### src/rtl/conv33_window_gen.sv
// Raster-stream to 3x3 sliding-window generator (stride 1, unpadded) with two line buffers.
// Optional CONV33_WIN_CNT_EN adds a saturating per-frame window handshake counter (win_cnt).
module conv33_window_gen #(
  parameter int DATA_WIDTH = 8,
  parameter int IMG_W      = 28,
  parameter int IMG_H      = 28
) (
  input  logic                  clk,
  input  logic                  rst,
  input  logic                  start,
  output logic                  done,
  input  logic                  pix_valid,
  output logic                  pix_ready,
  input  logic [DATA_WIDTH-1:0] pix_data,
  output logic                  valid_out,
  input  logic                  ready_in,
`ifdef CONV33_WIN_CNT_EN
  output logic [15:0]           win_cnt,
`endif
  output logic [DATA_WIDTH-1:0] out_0_0,
  output logic [DATA_WIDTH-1:0] out_0_1,
  output logic [DATA_WIDTH-1:0] out_0_2,
  output logic [DATA_WIDTH-1:0] out_1_0,
  output logic [DATA_WIDTH-1:0] out_1_1,
  output logic [DATA_WIDTH-1:0] out_1_2,
  output logic [DATA_WIDTH-1:0] out_2_0,
  output logic [DATA_WIDTH-1:0] out_2_1,
  output logic [DATA_WIDTH-1:0] out_2_2
);

  localparam int RW = $clog2(IMG_H);
  localparam int CW = $clog2(IMG_W);
  localparam logic [RW-1:0] ROW_LAST = RW'(IMG_H - 1);
  localparam logic [CW-1:0] COL_LAST = CW'(IMG_W - 1);

  typedef enum logic [1:0] {S_IDLE, S_RUN, S_FLUSH} state_t;

  state_t                state, state_nxt;
  logic [RW-1:0]         row;
  logic [CW-1:0]         col;
  logic [DATA_WIDTH-1:0] lb0 [IMG_W];
  logic [DATA_WIDTH-1:0] lb1 [IMG_W];
  logic [DATA_WIDTH-1:0] w   [3][3];
  logic                  accept, hs, last_px, win_pos;

  assign accept  = pix_valid && pix_ready;
  assign hs      = valid_out && ready_in;
  assign last_px = (row == ROW_LAST) && (col == COL_LAST);
  assign win_pos = (row >= RW'(2)) && (col >= CW'(2));

  always_comb begin
    state_nxt = state;
    pix_ready = 1'b0;
    done      = 1'b0;
    unique case (state)
      S_IDLE:  if (start) state_nxt = S_RUN;
      S_RUN: begin
        pix_ready = !valid_out || ready_in;
        if (accept && last_px) state_nxt = S_FLUSH;
      end
      S_FLUSH: begin
        if (hs) begin
          done      = 1'b1;
          state_nxt = S_IDLE;
        end
      end
      default: state_nxt = S_IDLE;
    endcase
  end

  always_ff @(posedge clk) begin
    if (rst) begin
      state     <= S_IDLE;
      row       <= '0;
      col       <= '0;
      valid_out <= 1'b0;
      for (int unsigned r = 0; r < 3; r++)
        for (int unsigned c = 0; c < 3; c++)
          w[r][c] <= '0;
    end else begin
      state <= state_nxt;
      if (state == S_IDLE && start) begin
        row <= '0;
        col <= '0;
      end else if (accept) begin
        if (col == COL_LAST) begin
          col <= '0;
          if (row != ROW_LAST) row <= row + RW'(1);
        end else begin
          col <= col + CW'(1);
        end
      end
      // A window completed by this accept replaces any window handshaking now.
      if (accept && win_pos) valid_out <= 1'b1;
      else if (hs)           valid_out <= 1'b0;
      if (accept) begin
        for (int unsigned r = 0; r < 3; r++) begin
          w[r][0] <= w[r][1];
          w[r][1] <= w[r][2];
        end
        w[0][2] <= lb1[col];
        w[1][2] <= lb0[col];
        w[2][2] <= pix_data;
      end
    end
  end

  // Line buffers are plain RAM: no reset, read-before-write at the same column.
  always_ff @(posedge clk) begin
    if (accept) begin
      lb1[col] <= lb0[col];
      lb0[col] <= pix_data;
    end
  end

`ifdef CONV33_WIN_CNT_EN
  always_ff @(posedge clk) begin
    if (rst)                         win_cnt <= '0;
    else if (state == S_IDLE && start) win_cnt <= '0;
    else if (hs && win_cnt != 16'hFFFF) win_cnt <= win_cnt + 16'd1;
  end
`endif

  assign out_0_0 = w[0][0];
  assign out_0_1 = w[0][1];
  assign out_0_2 = w[0][2];
  assign out_1_0 = w[1][0];
  assign out_1_1 = w[1][1];
  assign out_1_2 = w[1][2];
  assign out_2_0 = w[2][0];
  assign out_2_1 = w[2][1];
  assign out_2_2 = w[2][2];

endmodule
### config.mk
export PLATFORM = sky130hd
export DESIGN_NAME = conv33_window_gen
export DESIGN_NICKNAME = d
export VERILOG_FILES = /design/src/rtl/conv33_window_gen.sv
export SDC_FILE = /design/constraint.sdc
export NUM_CORES = 1
export LEC_CHECK = 0
export BUFFER_PORTS_ARGS = -buffer_cell sky130_fd_sc_hd__buf_4
export CAP_MARGIN = 40
export CORE_MARGIN = 2
export CORE_UTILIZATION = 50
export CTS_CLUSTER_SIZE = 30
export DETAILED_ROUTE_END_ITERATION = 12
export PLACE_DENSITY = 0.65
export SLEW_MARGIN = 20
export SYNTH_ARGS = -nofsm -noshare
export SYNTH_HDL_FRONTEND = slang
export SYNTH_SLANG_ARGS = --single-unit
### constraint.sdc
create_clock -name clk -period 6.11 [get_ports clk]
set_input_delay 0.611 -clock clk [delete_from_list [all_inputs] [get_ports clk]]
set_output_delay 0.611 -clock clk [all_outputs]
set_load 0.01 [all_outputs]
==> reports/summary.txt, run 1 <==
Synth area leader: edfxtp_1
IO buf count: 87
Worst Tran Pin Value: 0.783 ns
DRC Markers: 0
Post-Route Setup TNS: 0 ns
Ys flop type: edfxtp_1
Setup Crit Path Kind: flip-flop to flip-flop
Seq cells post-synth: 538
Sink Count: 538
Fin area: 24400 um2
Number of global-route vias before repair: 10713
Post-route minimum period: 3.14 ns
Worst setup EP type: flip-flop
Adder-cell share of the synthesized area: 0.356%
Xor/xnor cell area share of the yosys netlist: 0.166%
Total Nets Final: 1253
Clk buf depth: 3
Asr flop ratio synth: 0%
Worst-path clk slew: 0.06 ns
Final Non-Filler Cells: 1820
Fmax: 318 MHz
Setup bufs post-CTS: 0
Final Hold Vio Count: 0
Via-to-Cell Ratio: 5.85
Dominant cells by area after synthesis: edfxtp_1 74%, mux4_2 6.1%, mux2i_1 4.3%
Clock Latency Late Sink: 0.62 ns
Slew margin rel.: 47.7%
Multiplexer share of the synthesized area: 12.5%
Compound-cell area share of the yosys netlist: 3.41%
Fin crit share: 51.4%
Status: finished clean
Max IR drop VDD: 0.263 mV
Largest net degree at the start of global routing: 73
GR Layer Usage met1: 29.6%
Rows: 75
DRC marker count from the first detailed-route iteration: 880
First-pass GRT wire length: 68500 um
H-Tree Level Count: 2
Starting Density: 50.5%
Worst min path class: input port to flip-flop
Slowest cell delay on critical path: 0.80 ns
Count leader, synth: edfxtp_1
Final setup skew: 0.0242 ns
Leak: 0.00791 uW
Via count: 10652
Routed Antenna Nets: 0
Critical path's slowest cell: dfxtp_4
Post-Syn Nets: 1119
Root buffer cell: clkbuf_16
Wirelength per Cell: 25.6 um
Layout fillers: 3112
Ys Warns: 0
Most Used Layer, Global Route: met2
Simple-gate share of the synthesized area: 5.63%
GR Util met3: 4.04%
Startpoint types: flip-flop
Crit path DAT: 3.52 ns
ANT cells: 0
DIE WIDTH: 210 um
DP Wirelength: 27000 um
Gr ovfl total: 0
CP Data Required Time: 6.49 ns
Core area: 41900 um2
Total Routing Usage GR: 21.7%
Initial antenna violation count: 1
DRT Pass-1 Iters: 7
Number of flops mapped to enable cells by yosys: 520
R2R Setup Slk: 2.97 ns
Final Setup Violations: 0
Syn Area/Cell: 19.2 um2
Max Cap Viol: 0
Post-synth top area share: 74.0%
Final worst slack: 2.97 ns
Top cells by count, synth: 520 x edfxtp_1, 90 x mux2i_1, 65 x and2_1, 57 x mux4_2, 50 x nor2_1
Post-Synthesis Cells: 1100
TritonCTS Buffers: 55
RSZ-0062 raised after global routing: no
Crit path max fanout: 68
Share of post-route cells with drive strength above 1: 24.4%
PostCTS Resize Cnt: 0
CTS tree: yes
Final WL: 46700 um
M2 GR Usage: 35.7%
Worst Path Buf+Inv: 2
Sequential-to-total area share from yosys stat: 75.7%
Synth unique cells: 62
CP delay by family, top: flip-flops
Mapped Area: 21100 um2
Dpl ws: 2.86 ns
Hold_buf cts: 0
CP Cell Sequence: buf_12, mux4_2, o21ai_0, o211ai_1, buf_4, and2_1
GP Congestion: 0.797
Die Ht: 210 um
Post-DP Area: 22400 um2
Layout Area Growth over Synthesis: 15.4%
Pins Over Slew Limit: 0
Pwr Density: 323 nW/um2
# IOs: 88
Die area: 43900 um2
Largest family of logic cells by synthesized area: multiplexers
Placed Cells incl. Taps: 1716
==> registers in the layout, indices dropped and copies added (netlist names), named ones only <==
signal and count:
lb1 224, valid_out 1, state 2, w 72
row 5, col 5, lb0 224
==> routing by layer <==
metal  wire length [um]  vias to the layer above
li1                   -                     4674
met1              19400                     5485
met2              22800                      403
met3               3220                       90
met4               1270                        0
met5                  0                        -
==> cells in the final DEF, fill, tap and decap left out, types with 21 or more instances in the layout <==
| master | synthesis | layout |
|---|---|---|
| nand3_1 | 21 | 21 |
| clkbuf_16 | 0 | 55 |
| nor2_1 | 50 | 43 |
| buf_4 | 14 | 131 |
| edfxtp_1 | 520 | 520 |
| mux4_2 | 57 | 57 |
| and2_1 | 65 | 65 |
| a22oi_1 | 24 | 24 |
| mux2i_1 | 90 | 90 |
| nand2_1 | 32 | 32 |
==> cell type report <==
class                      count  area, um2  share of cell area, %
sequential                   538      16000                   65.6
multi-input combinational    498       4690                   19.2
clock buffer                  58       1390                   5.69
timing repair buffer         136       1070                   4.38
tap                          539        674                   2.77
clock inverter                46        542                   2.22
inverter                       5       18.8                 0.0770
==> metrics by stage <==
| step | utilization (%) | total power, uW | hold slack (ns) |
|---|---|---|---|
| after detailed placement | 53.6 | 4420 | 0.518 |
| final | 58.2 | 7860 | 0.205 |
| after CTS | 58.2 | 7920 | 0.170 |
| after global placement | 53.4 | 4420 | 0.498 |
| after global routing | 58.2 | 8070 | 0.197 |
| after floorplan | - | 4300 | 0.470 |
==> final timing paths <==
check | startpoint | endpoint | cells after the start
setup / recovery | flip-flop | w[0][28] | 6
hold reg to reg | state[1] | state[0] | 1
setup reg to reg | flip-flop | w[0][28] | 6
hold / removal | rst | state[1] | 2
==> power by group <==
group | internal [uW] | switching, uW
clock network | 2120 | 1400
registers | 4080 | 20.8
logic | 91.9 | 146
total | 6290 | 1570
==> worst reg2reg max path: stages (launching register included) <==
cell and delay (ns):
dfxtp_4 0.80, buf_12 0.50, mux4_2 0.58, o21ai_0 0.42, o211ai_1 0.19, buf_4 0.25, and2_1 0.17
==> kinds of logic (layout without fill, tap and decap cells) <==
kind of cell               Yosys count  after routing
adders and majority gates            6              6
xor gates and xnor gates             4              4
AOI/OAI and AO/OA                   98             98
DFF                                538            538
muxes                              168            168
and+or+nand+nor                    222            222
buffers and inverters               64            245
No activity file was read; power rests on OpenSTA's default activity.
==> run 2, diff against run 1 <==
--- a/config.mk
+++ b/config.mk
@@ -5,6 +5,7 @@
 export SDC_FILE = /design/constraint.sdc
 export NUM_CORES = 1
 export LEC_CHECK = 0
+export ABC_AREA = 1
 export BUFFER_PORTS_ARGS = -buffer_cell sky130_fd_sc_hd__buf_4
 export CAP_MARGIN = 40
 export CORE_MARGIN = 2
==> constraint.sdc (replaced) <==
create_clock -name clk -period 3.2 [get_ports clk]
set_input_delay 0.32 -clock clk [delete_from_list [all_inputs] [get_ports clk]]
set_output_delay 0.32 -clock clk [all_outputs]
set_load 0.01 [all_outputs]
==> run 2 against run 1 <==
Hold slack got worse by 0.19 ns. Register-to-register slack got worse by 2.5 ns. Via count increased by 39%. Wire length increased by 19%. Clock power increased by 76%. Fmax increased by 14%. Global-route usage increased by 2.5 points. First-iteration DRC count increased by 88%. Setup slack got worse by 2.5 ns. Critical path type unchanged.
==> reports/summary.txt, run 2 <==
H-Tree Level Count: 2 (unchanged)
Post-Synthesis Cells: 1995 (was 1100)
Sequential-to-total area share from yosys stat: 71.9% (was 75.7%)
Crit path max fanout: 55 (was 68)
Mapped Area: 22200 um2 (was 21100 um2)
Synth area leader: edfxtp_1 (unchanged)
Final Setup Violations: 0 (unchanged)
Synth unique cells: 33 (was 62)
Worst-path clk slew: 0.06 ns (about the same)
Rows: 77 (was 75)
Via-to-Cell Ratio: 5.39 (was 5.85)
Setup Crit Path Kind: flip-flop to flip-flop (unchanged)
Post-route minimum period: 2.75 ns (was 3.14 ns)
CP Data Required Time: 3.34 ns (was 6.49 ns)
Root buffer cell: clkbuf_16 (unchanged)
Layout Area Growth over Synthesis: 14.8% (was 15.4%)
Die Ht: 215 um (was 210 um)
Pwr Density: 572 nW/um2 (was 323 nW/um2)
Pins Over Slew Limit: 0 (unchanged)
Max Cap Viol: 0 (unchanged)
Dominant cells by area after synthesis: edfxtp_1 70%, nand2_1 9.0%, nand3_1 5.1% (was edfxtp_1 74%, mux4_2 6.1%, mux2i_1 4.3%)
Number of global-route vias before repair: 14317 (was 10713)
PostCTS Resize Cnt: 0 (unchanged)
GP Congestion: 0.831 (was 0.797)
Clock network power share: 42.3% (was 44.8%)
Final setup skew: 0.0277 ns (was 0.0242 ns)
R2R Setup Slk: 0.45 ns (was 2.97 ns)
Wirelength per Cell: 20.3 um (was 25.6 um)
DRC marker count from the first detailed-route iteration: 1654 (was 880)
Post-synth top area share: 70.3% (was 74.0%)
Switch share: 20.9% (was 20.0%)
Status: finished clean (unchanged)
DRC Markers: 0 (unchanged)
Sink Count: 538 (unchanged)
Critical path's slowest cell: nand2_1 (was dfxtp_4)
Most frequent CP cell: nand2_1
Ys Warns: 0 (unchanged)
Worst min path class: input port to flip-flop (unchanged)
Hold_buf cts: 1 (was 0)
Leak: 0.0101 uW (was 0.00791 uW)
Core area: 44000 um2 (was 41900 um2)
ANT cells: 0 (unchanged)
DIE WIDTH: 215 um (was 210 um)
Total Routing Usage GR: 24.2% (was 21.7%)
Final Core Density: 58.0% (was 58.2%)
Post-Syn Nets: 2014 (was 1119)
Top flop regs: lb0 x224, lb1 x224, w x72 (unchanged)
Seq cells post-synth: 538 (unchanged)
Count leader, synth: nand2_1 (was edfxtp_1)
Fin crit share: 86.0% (was 51.4%)
Worst Tran Pin Value: 0.782 ns (was 0.783 ns)
Max IR drop VDD: 0.390 mV (was 0.263 mV)
DRT Pass-1 Iters: 7 (unchanged)
Startpoint types: flip-flop (unchanged)
Top cells by count, synth: 532 x nand2_1, 520 x edfxtp_1, 242 x nor2_1, 226 x nand3_1, 195 x inv_1 (was 520 x edfxtp_1, 90 x mux2i_1, 65 x and2_1, 57 x mux4_2, 50 x nor2_1)
CP Cell Sequence: inv_6, buf_4, nand2_1, nand3_1, nand3_1, nand2_1, nand2_1, nand3_1, nand2_1 (was buf_12, mux4_2, o21ai_0, o211ai_1, buf_4, and2_1)
IO buf count: 87 (unchanged)
Gr ovfl total: 0 (unchanged)
Via count: 14780 (was 10652)
CTS tree: yes (unchanged)
Clk buf depth: 3 (unchanged)
Share of power burned in registers: 53.7% (was 52.2%)
Syn Area/Cell: 11.1 um2 (was 19.2 um2)
RSZ-0062 raised after global routing: no (unchanged)
Ys flop type: edfxtp_1 (unchanged)
DP Wirelength: 31900 um (was 27000 um)
Layout fillers: 3546 (was 3112)
Routed Antenna Nets: 0 (unchanged)
Slew margin rel.: 47.8% (was 47.7%)
Setup bufs post-CTS: 0 (unchanged)
Number of flops mapped to enable cells by yosys: 520 (unchanged)
Post-Route Setup TNS: 0 ns (unchanged)
Most frequent cells in the layout: 531 x nand2_1, 520 x edfxtp_1, 242 x nor2_1 (was 520 x edfxtp_1, 131 x buf_4, 90 x mux2i_1)
TritonCTS Buffers: 53 (was 55)
Most common cell after layout, fill and taps aside: nand2_1 (was edfxtp_1)
Final WL: 55500 um (was 46700 um)
Asr flop ratio synth: 0% (unchanged)
Net Switching: 3060 uW (was 1570 uW)
First-pass GRT wire length: 84700 um (was 68500 um)
Die area: 46200 um2 (was 43900 um2)
Starting Density: 50.5% (about the same)
Slowest cell delay on critical path: 0.51 ns (was 0.80 ns)
Worst setup EP type: flip-flop (unchanged)
# IOs: 88 (unchanged)
Int Power: 11500 uW (was 6290 uW)
Share of post-route cells with drive strength above 1: 12.1% (was 24.4%)
Largest net degree at the start of global routing: 125 (was 73)
Initial antenna violation count: 1 (unchanged)
Fmax: 363 MHz (was 318 MHz)
Total Nets Final: 2126 (was 1253)
Crit path DAT: 2.89 ns (was 3.52 ns)
Comb pwr share: 4.0% (was 3.0%)
Clock Latency Late Sink: 0.61 ns (was 0.62 ns)
Final Hold Vio Count: 0 (unchanged)
[run 2: per-layer routing]
layer | track usage, % | part of all wire, %
met3 | 4.42 | 8.3
met4 | 7.94 | 3.2
met1 | 32.3 | 41
met5 | 0 | 0.022
met2 | 40.3 | 48
[run 2: worst paths after layout]
| check | start | end | cells after the start |
|---|---|---|---|
| setup reg to reg | flip-flop | lb1[7][1] | 9 |
| hold reg to reg | row[4] | row[4] | 2 |
| hold / removal | start | state[0] | 3 |
| setup / recovery | flip-flop | lb1[7][1] | 9 |
[run 2: cell type report]
| type | instances | area, um2 | share of cell area [%] |
|---|---|---|---|
| clock inverters | 29 | 315 | 1.24 |
| multi-input cells | 1153 | 4960 | 19.4 |
| clock buffers | 69 | 1400 | 5.47 |
| well taps | 592 | 741 | 2.90 |
| repair buffers | 159 | 1370 | 5.35 |
| flip-flops and latches | 538 | 16000 | 62.6 |
| inverters | 202 | 764 | 2.99 |
[run 2: kinds of logic (layout without fill, tap and decap cells)]
family,after synthesis,in the layout,synth area share (%)
simple gates,1025,1025,19.0
flops,538,538,71.9
buf+inv,304,459,5.85
compound gates,120,120,2.84
fa+ha+maj,6,6,0.338
xor+xnor,2,2,0.0788
[run 2: critical path, delay by kind of cell (launching register included)]
family,cells,cell delay (ns)
buffers and inverters,2,0.69
DFF,1,0.46
and+or+nand+nor,7,1.10
[run 2: metrics by stage]
step           hold WS [ns]  total power, uW  instances  area (um2)  worst slack (ns)
4_1_cts              0.0119            14700       2742       25500             0.495
5_1_grt              0.0271            15000       2742       25500             0.291
3_3_place_gp          0.464             8560       2642       23800             0.586
2_1_floorplan         0.389             8300       1995       22200             0.427
3_5_place_dp          0.478             8580       2643       23800             0.512
6_report             0.0132            14600       2742       25500             0.449
[run 2: power groups by stage]
stage,clock [uW],combinational [uW],sequential [uW]
CTS,6250,586,7840
finish,6180,583,7840
global placement,0,566,7990
global route,6520,640,7850
detailed placement,0,583,7990
floorplan,0,284,8010
==> run 3, diff against run 2 <==
--- a/config.mk
+++ b/config.mk
@@ -12,7 +12,9 @@
 export CORE_UTILIZATION = 50
 export CTS_CLUSTER_SIZE = 30
 export DETAILED_ROUTE_END_ITERATION = 12
+export HOLD_SLACK_MARGIN = 0.1
 export PLACE_DENSITY = 0.65
+export RECOVER_POWER = 50
 export SLEW_MARGIN = 20
 export SYNTH_ARGS = -nofsm -noshare
 export SYNTH_HDL_FRONTEND = slang
==> run 3 against run 2 <==
The run now ends with capacitance limit, slew limit left. Sequential power hardly changed. Non-clock buffer count is 2 higher. Clock power hardly changed. Setup slack worse by 0.15 ns. Flip-flop and latch count stayed put. First-iteration DRC count is 5.9% lower. Die area stayed put. Largest power group unchanged. Critical path type unchanged. Register-to-register slack worse by 0.15 ns. Sequential share of layout area is 0.99 points higher.
==> reports/summary.txt, run 3 (synthesis results as in run 2) <==
Number of global-route vias before repair: 14319 (was 14317)
Root buffer cell: clkbuf_16 (unchanged)
Crit path max fanout: 40 (was 55)
# IOs: 88 (unchanged)
DP Wirelength: 31900 um (unchanged)
Status: complete, but fails checks (was finished clean)
CTS tree: yes (unchanged)
Initial antenna violation count: 1 (unchanged)
Final worst slack: 0.302 ns (was 0.449 ns)
CP delay by family, top: simple AND/OR/NAND/NOR gates (unchanged)
Failing checks: capacitance limit, slew limit
Slowest cell delay on critical path: 0.69 ns (was 0.51 ns)
Final Hold Vio Count: 0 (unchanged)
Crit path DAT: 3.34 ns (was 2.89 ns)
Total Routing Usage GR: 24.2% (about the same)
Worst Path Buf+Inv: 3 (was 2)
Sink Count: 538 (unchanged)
Switch share: 21.0% (was 20.9%)
Worst Tran Pin Value: 1.65 ns (was 0.782 ns)
GP Congestion: 0.831 (unchanged)
Largest net degree at the start of global routing: 125 (unchanged)
Pins Over Slew Limit: 201 (was 0)
Wirelength per Cell: 20.3 um (about the same)
IO buf count: 87 (unchanged)
Top flop regs: lb0 x224, lb1 x224, w x72 (unchanged)
Via-to-Cell Ratio: 5.37 (was 5.39)
Comb pwr share: 3.6% (was 4.0%)
RSZ-0062 raised after global routing: no (unchanged)
Clock Latency Late Sink: 0.61 ns (about the same)
CP Cell Sequence: inv_1, nand2_1, nor2_1, nand2_1, nor2_1, inv_2, buf_2, a21oi_1 (was inv_6, buf_4, nand2_1, nand3_1, nand3_1, nand2_1, nand2_1, nand3_1, nand2_1)
Final Core Density: 57.1% (was 58.0%)
Overall Power: 14600 uW (about the same)
Most frequent cells in the layout: 533 x nand2_1, 520 x edfxtp_1, 244 x nor2_1 (was 531 x nand2_1, 520 x edfxtp_1, 242 x nor2_1)
Setup Crit Path Kind: flip-flop to flip-flop (unchanged)
First-pass GRT wire length: 84700 um (about the same)
DIE WIDTH: 215 um (unchanged)
Max IR drop VDD: 0.388 mV (was 0.390 mV)
Share of power burned in registers: 53.9% (was 53.7%)
Post-route minimum period: 2.90 ns (was 2.75 ns)
Die Ht: 215 um (unchanged)
Most common cell after layout, fill and taps aside: nand2_1 (unchanged)
Critical path's slowest cell: nor2_1 (was nand2_1)
Gr ovfl total: 0 (unchanged)
Worst min path class: input port to flip-flop (unchanged)
Final Setup Violations: 0 (unchanged)
Fmax: 345 MHz (was 363 MHz)
Clock network power share: 42.5% (was 42.3%)
Routed Antenna Nets: 0 (unchanged)
Total Nets Final: 2128 (was 2126)
Fin crit share: 90.6% (was 86.0%)
Starting Density: 50.5% (unchanged)
Net Switching: 3050 uW (was 3060 uW)
TritonCTS Buffers: 53 (unchanged)
Int Power: 11500 uW (about the same)
H-Tree Level Count: 2 (unchanged)
DRC Markers: 0 (unchanged)
Die area: 46200 um2 (unchanged)
Via count: 14731 (was 14780)
Dpl ws: 0.512 ns (unchanged)
Pwr Density: 579 nW/um2 (was 572 nW/um2)
Share of post-route cells with drive strength above 1: 7.57% (was 12.1%)
DRT Pass-1 Iters: 7 (unchanged)
Core area: 44000 um2 (unchanged)
ANT cells: 0 (unchanged)
Worst setup EP type: flip-flop (unchanged)
Final WL: 55700 um (was 55500 um)
Worst-path clk slew: 0.06 ns (about the same)
Startpoint types: flip-flop (unchanged)
Clk buf depth: 3 (unchanged)
Leak: 0.00965 uW (was 0.0101 uW)
CP Data Required Time: 3.64 ns (was 3.34 ns)
Slew margin rel.: -10.1% (was 47.8%)
Final setup skew: 0.0261 ns (was 0.0277 ns)
DRC marker count from the first detailed-route iteration: 1557 (was 1654)
Max Cap Viol: 7 (was 0)
Layout Area Growth over Synthesis: 13.1% (was 14.8%)
Post-Route Setup TNS: 0 ns (unchanged)
Worst hold margin: 0.0867 ns (was 0.0132 ns)
Rows: 77 (unchanged)
[run 3: changes by cell type in the layout (fill, tap and decap cells not counted), sizes merged]
cell | previous run | this run
clkbuf | 69 | 166
buf | 158 | 61
dlygate4sd3 | 1 | 3
[run 3: area by class of cell]
class | count | area (um2)
flip-flops and latches | 538 | 16000
fillers | 3684 | 18900
multi-input cells | 1153 | 4910
clock inverters | 29 | 315
well taps | 592 | 741
inverters | 202 | 764
clock buffers | 69 | 1400
repair buffers | 161 | 1010
[run 3: worst min-delay path, stage by stage]
cell    delay (ns)
buf_4         0.08
nor2_1        0.05
o21a_1        0.18
[run 3: path summary, 6_finish.rpt]
path	from	end	slack, ns	cells after the start
setup / recovery	state[1]	w[0][24]	0.30	8
setup reg to reg	state[1]	w[0][24]	0.30	8
hold / removal	ready_in	valid_out	0.09	3
hold reg to reg	row[4]	row[4]	0.49	2
[run 3: per-stage QoR]
| stage | instances | cell area (um2) |
|---|---|---|
| 6_report | 2744 | 25100 |
| 2_1_floorplan | 1995 | 22200 |
| 3_3_place_gp | 2642 | 23800 |
| 3_5_place_dp | 2643 | 23800 |
| 5_1_grt | 2744 | 25100 |
| 4_1_cts | 2744 | 25500 |
[run 3: repair_timing]
item / CTS / global route
setup buffers: 0 / 0
hold buffers: 3 / 0
hold endpoints to repair: 3 / 0
gates resized for setup: 0 / 0
[run 3: layer usage]
metal	part of all wire, %	routed length, um	up-vias	global-route usage [%]
met3	8.0	4440	119	4.42
met2	47	26400	605	40.4
li1	-	-	6879	-
met1	41	23000	7126	32.3
met5	0.022	12	-	0
met4	3.2	1790	2	7.82
[run 3: power groups by stage]
stage	Combinational [uW]	Clock [uW]	Sequential, uW
finish	529	6180	7850
global route	586	6520	7850
CTS	587	6250	7840
global placement	566	0	7990
detailed placement	583	0	7990
floorplan	284	0	8010
